$ cat config.mk
export PLATFORM = sky130hd
export DESIGN_NAME = serial_ripple_subtractor
export DESIGN_NICKNAME = d
export VERILOG_FILES = /design/src/rtl/serial_ripple_subtractor.sv
export SDC_FILE = /design/constraint.sdc
export NUM_CORES = 1
export LEC_CHECK = 0
export ABC_CLOCK_PERIOD_IN_PS = 1880
export BUFFER_PORTS_ARGS = -buffer_cell sky130_fd_sc_hd__buf_4
export CELL_PAD_IN_SITES_DETAIL_PLACEMENT = 1
export CELL_PAD_IN_SITES_GLOBAL_PLACEMENT = 2
export CORE_MARGIN = 2
export CORE_UTILIZATION = 31
export CTS_CLUSTER_DIAMETER = 120
export DETAILED_ROUTE_END_ITERATION = 10
export GPL_TIMING_DRIVEN = 1
export PLACE_DENSITY_LB_ADDON = 0.1
export RECOVER_POWER = 50
export SYNTH_ARGS = -nofsm -noshare
export SYNTH_HDL_FRONTEND = slang
export SYNTH_SLANG_ARGS = --single-unit
$ cat constraint.sdc
create_clock -name clk -period 1.88 [get_ports clk]
set_input_delay 0.094 -clock clk [delete_from_list [all_inputs] [get_ports clk]]
set_output_delay 0.094 -clock clk [all_outputs]
set_load 0.005 [all_outputs]
$ cat src/rtl/serial_ripple_subtractor.sv
// ============================================================================
// Module      : serial_ripple_subtractor
// Description : Bit-serial a - b - bin using one full-subtractor cell and a
//               registered borrow, with valid/ready handshakes on both sides.
// Revision    : 1.0 - initial release
// ============================================================================
`default_nettype none

module serial_ripple_subtractor #(
    parameter int WIDTH = 8
) (
    input  logic             clk,
    input  logic             rst_n,
    input  logic             in_valid,
    output logic             in_ready,
    input  logic [WIDTH-1:0] a,
    input  logic [WIDTH-1:0] b,
    input  logic             bin,
    output logic             out_valid,
    input  logic             out_ready,
    output logic [WIDTH-1:0] diff,
    output logic             bout,
    output logic             ovf
);

    localparam int c_cnt_w = (WIDTH > 1) ? $clog2(WIDTH) : 1;

    localparam logic [1:0] c_idle = 2'd0;
    localparam logic [1:0] c_busy = 2'd1;
    localparam logic [1:0] c_done = 2'd2;

    localparam logic [c_cnt_w-1:0] c_last = c_cnt_w'(WIDTH - 1);
    localparam logic [c_cnt_w-1:0] c_one  = c_cnt_w'(1);

    logic [1:0]         r_state;
    logic [1:0]         w_state_next;
    logic [WIDTH-1:0]   r_a;
    logic [WIDTH-1:0]   r_b;
    logic               r_br;
    logic [WIDTH-2:0]   r_res;
    logic [c_cnt_w-1:0] r_cnt;
    logic [WIDTH-1:0]   r_diff;
    logic               r_bout;
    logic               r_ovf;

    logic               w_ai;
    logic               w_bi;
    logic               w_d;
    logic               w_br_next;
    logic [WIDTH-1:0]   w_shift;
    logic               w_accept;
    logic               w_last;

    // Single full-subtractor cell fed from the operand LSBs
    assign w_ai      = r_a[0];
    assign w_bi      = r_b[0];
    assign w_d       = w_ai ^ w_bi ^ r_br;
    assign w_br_next = (~w_ai & w_bi) | (~(w_ai ^ w_bi) & r_br);
    assign w_shift   = {w_d, r_res};
    assign w_accept  = in_valid && in_ready;
    assign w_last    = (r_state == c_busy) && (r_cnt == c_last);

    always_ff @(posedge clk) begin
        if (!rst_n) begin
            r_state <= c_idle;
        end else begin
            r_state <= w_state_next;
        end
    end

    always_comb begin
        w_state_next = r_state;
        case (r_state)
            c_idle:  if (w_accept) w_state_next = c_busy;
            c_busy:  if (w_last) w_state_next = c_done;
            c_done:  if (out_ready) w_state_next = c_idle;
            default: w_state_next = c_idle;
        endcase
    end

    always_comb begin
        in_ready  = rst_n && (r_state == c_idle);
        out_valid = (r_state == c_done);
    end

    always_ff @(posedge clk) begin
        if (!rst_n) begin
            r_a    <= '0;
            r_b    <= '0;
            r_br   <= 1'b0;
            r_res  <= '0;
            r_cnt  <= '0;
            r_diff <= '0;
            r_bout <= 1'b0;
            r_ovf  <= 1'b0;
        end else if (w_accept) begin
            r_a   <= a;
            r_b   <= b;
            r_br  <= bin;
            r_cnt <= '0;
        end else if (r_state == c_busy) begin
            r_a   <= r_a >> 1;
            r_b   <= r_b >> 1;
            r_br  <= w_br_next;
            r_res <= w_shift[WIDTH-1:1];
            if (w_last) begin
                // On the final bit the cell inputs are the operand sign bits
                r_diff <= w_shift;
                r_bout <= w_br_next;
                r_ovf  <= (w_ai != w_bi) && (w_d != w_ai);
            end else begin
                r_cnt <= r_cnt + c_one;
            end
        end
    end

    assign diff = r_diff;
    assign bout = r_bout;
    assign ovf  = r_ovf;

endmodule

`default_nettype wire

# Yosys cells after proc, flatten, opt, wreduce, memory -nomap -nowiden
# Index checks and enable logic that the tools add are counted.
dict set report op_classes {
  n_addsub 1
  n_eq_ne 8
  n_mux 10
  n_bitwise 10
  reduce_logical 11
}
# operator n
set ops {}
lappend ops {{8-bit two-way mux} 4}
lappend ops {{2-bit two-way mux} 3}
lappend ops {{2-bit one-hot mux with 3 select lines} 1}
lappend ops {{3-bit AND reduction} 2}
lappend ops {{1-bit NOT} 5}
lappend ops {{1-bit logical AND} 4}
lappend ops {{2-bit != test (second input constant)} 2}
lappend ops {{2-bit AND reduction} 2}
lappend ops {{3-bit by 1-bit adder with 3-bit output (second input constant)} 1}
lappend ops {{3-bit equality test (second input constant)} 1}
lappend ops {{1-bit bitwise AND} 2}
lappend ops {{2-bit by 1-bit equality test with 1-bit output (second input constant)} 1}
lappend ops {{2-bit equality test (second input constant)} 1}
lappend ops {{2-bit zero test} 1}
lappend ops {{1-bit two-way mux} 2}
lappend ops {{1-bit != test} 2}
lappend ops {{2-bit by 1-bit != test with 1-bit output (second input constant)} 1}
lappend ops {{2-bit nonzero test} 1}
lappend ops {{2-bit OR reduction} 1}
lappend ops {{1-bit XOR} 2}
lappend ops {{1-bit OR} 1}
dict set report totals {
  register_bits 39
  in_bits 21
  output_inout_bits 12
  word_cells 49
}

# Depth between registers and ports, before layout
dict set report depth {
  word_depth 6
  depth_mapped 6
  ltp_nobuf 5
}

# Least setup slack after synthesis
# Ideal clock, no wire load.
dict set report synth_path {
  path_type {flip-flop to flip-flop}
  start {register r_a[0]}
  end {register r_ovf (netlist: ovf)}
  setup_ps 101
  t_arrival_ps 1279
  t_required_ps 1779
  setup_slack_ps 500
  stages_incl_launch_ff 5
  n_path_buf 0
  period_less_slack_ps 1380
  path_cell_list {dfxtp_1 > inv_1 > fa_1 > xor2_1 > o41ai_1}
}
dict set report synth_via {
  elab_chain_len 4
  elab_cells_between_ends 5
  cone_classes {eq/ne: 2; bitwise: 2; reduce/logical: 1}
}
# item line
set synth_rtl {}
lappend synth_rtl {{from (decl)} 37} ;# logic [WIDTH-1:0] r_a;
lappend synth_rtl {{from (signal assigned)} 102} ;# r_a <= r_a >> 1;
lappend synth_rtl {{1-bit XOR (2 in series)} 57} ;# assign w_d = w_ai ^ w_bi ^ r_br;
lappend synth_rtl {{1-bit != test} 110} ;# r_ovf <= (w_ai != w_bi) && (w_d != w_ai);
lappend synth_rtl {{1-bit logical AND (*)} 110}
lappend synth_rtl {{to (signal assigned)} 110}
lappend synth_rtl {{to (decl)} 44} ;# logic r_ovf;
# Every way passes the cells marked *; elsewhere a longest branch is shown, timed or not.
# A chain may end at the register's enable or synchronous reset.

# Final worst setup path
dict set report layout_path {
  start {register r_cnt[0]}
  end {register r_ovf (netlist: ovf)}
}
dict set report layout_via {
  elab_chain_len 3
}
# item line
set layout_rtl {}
lappend layout_rtl {{from (decl)} 41} ;# logic [c_cnt_w-1:0] r_cnt;
lappend layout_rtl {{from (signal assigned)} 112} ;# r_cnt <= r_cnt + c_one;
lappend layout_rtl {{3-bit equality test} 61} ;# assign w_last = (r_state == c_busy) && (r_cnt == c_last);
lappend layout_rtl {{1-bit logical AND} 61}
lappend layout_rtl {{3-bit AND reduction (no line)} n/a}
# No other way between the ends.

==> flow_summary.ini <==
[setup_path]
critPathKind = flop to flop
worst_ep_arrival_time_ns = 1.84
crit_path_end_kind = flop
required_ns = 2.07
cp-start-kind = flop
cp_max_fo = 11

[floorplan]
core_um2 = 5070
io_pins = 33
rows = 26
start_util_pct = 31.9
die_area_um2 = 5810
die_width_um = 76.2
die_y_um = 76.2

[global_route]
grt_pass1_vias = 1490
grt_pass1_wl_um = 7010
antenna_found_initial = 0
grt_max_degree = 22
grt_usage_pct = 15.0
grt_overflow = 0

[placement]
gp_congestion = 0.710
hpwl_um = 2830
placed_area_um2 = 1890
port_buffers = 32

[cells_and_area]
diodes = 0
syn_to_final_growth_pct = 22.9
fill_cells = 623
finalNetCount = 251
regArea_um2 = 781
final_area_um2 = 1990
multiInputGateArea_um2 = 739
drive_above_1_share_pct = 20.3

[route]
vias_per_cell = 4.84
drc = 0
wl_per_cell_um = 13.6
dr.pass1.iters = 4
ant_nets = 0
vias = 1438
drt_iter0_drc = 40
totalWireLength_um = 4030

[synth]
synth_edf_count = 0
syn_area_per_cell_um2 = 8.16
postSynthNetCount = 223
ys_warn_count = 0
syn_inst = 198
ys.flop_type = dfxtp_1
synth_seq_area_share_pct = 48.3
ys_ff_latch = 39
async_flop_share_pct = 0
synth.distinct_cells = 28
syn_area_um2 = 1620

[power_and_ir_drop]
power_leakage_nw = 0.740
powerDensity_nw_per_um2 = 854
vdd_drop_max_uv = 264

[run]
max-cap-violations = 0

[min_path]
hold_class = primary input to flop

[timing]
drv_slew = 0
fin_tns_setup_ns = 0
hold_violations = 0
setup_violations = 0
fmax_mhz = 608
relSlewSlack_pct = 58.2
tightest_slew_ns = 0.627
skew_ns = 0.00852
period_share_pct = 87.5
fin_crit_ns = 1.64
rsz0062_at_grt = false

[clocking]
cts-root-buf = clkbuf_8
hold_buffers = 0
cts_tree = built
insertion_delay_ns = 0.30
numClockSinks = 39
h-tree-depth = 2
numCtsBuffers = 5
clk_path_buf_depth = 2
cts.clk_slew.worst_paths_ns = 0.08
cts_setup_buffers = 0
ctsResizeCount = 0

[status]
status = completed
cell type report:
type	count	share of cell area, %
Inverter	2	0.378
Clock buffer	7	4.85
Sequential cell	39	39.3
Timing Repair Buffer	36	13.5
Tap cell	70	4.41
Multi-Input combinational cell	142	37.2
Clock inverter	1	0.378
critical path, cell delays in order, from the launching register on:
cell      delay (ns)
dfxtp_1         0.36
ha_1            0.15
ha_1            0.27
nand3b_1        0.36
o41ai_1         0.40
power by group:
part	leakage (nW)	internal [W]	switching, W
Sequential	0.317	0.000858	0.0000230
Clock	0.0505	0.000334	0.000308
Combinational	0.372	0.0000783	0.0000947
Total	0.740	0.00127	0.000426
sequential cells by signal, indices dropped and copies added (netlist names):
register,flops
r_state,2
r_br,1
r_a,8
bout,1
r_cnt,3
r_res,7
r_b,8
ovf,1
diff,8
logic make-up after synthesis:
kind of cell    synth area share (%)
fa+ha+maj                       3.56
xor+xnor                        1.08
simple gates                    19.2
compound gates                  21.9
flops                           48.3
buf+inv                         5.96
cell usage in the layout, fill, tap and decap left out, drive strengths merged, types with 2 or more instances in the layout:
cell type  count
a21oi         45
nand3          3
dfxtp         39
nand2         50
buf           23
nor2           5
ha             3
clkbuf        20
a31oi          2
nand2b         3
a211oi         3
inv            2
o21ai         17
routing by layer:
layer	wire (µm)	vias to the layer above	track usage [%]	share of wire, %
met2	2000	26	26.6	50
met5	0	-	0	0
li1	-	723	-	-
met3	132	6	3.20	3.3
met4	56	0	7.09	1.4
met1	1830	683	17.2	46
through the flow:
step	power [W]	instances	hold slack [ns]	utilization (%)	setup slack [ns]
floorplan	0.00101	198	0.230	-	0.500
global placement	0.00107	289	0.341	37.2	0.326
detailed placement	0.00108	289	0.363	37.2	0.192
CTS	0.00172	297	0.0420	39.2	0.179
global route	0.00179	297	0.0381	39.2	0.0348
finish	0.00170	297	0.0449	39.2	0.236
cells in the mapped netlist, types with 3 or more instances:
cell      number  share of area (%)
a211oi_1       3                1.4
a21oi_1       45                 14
buf_2          7                2.2
buf_4          4                1.9
dfxtp_1       39                 48
ha_1           3                2.3
nand2_1       50                 12
nand2b_1       3                1.2
nand3_1        3               0.93
nor2_1         5                1.2
o21ai_0       16                5.0
worst paths after layout:
path | slack [ns] | depth (start not counted) | start | to
hold / removal | 0.04 | 3 | b[7] | r_b[7]
hold reg to reg | 0.45 | 2 | r_b[2] | r_b[1]
setup reg to reg | 0.24 | 4 | r_cnt[0] | ovf
setup / recovery | 0.24 | 4 | r_cnt[0] | ovf
Note: power is estimated with default switching activity, not from simulation.
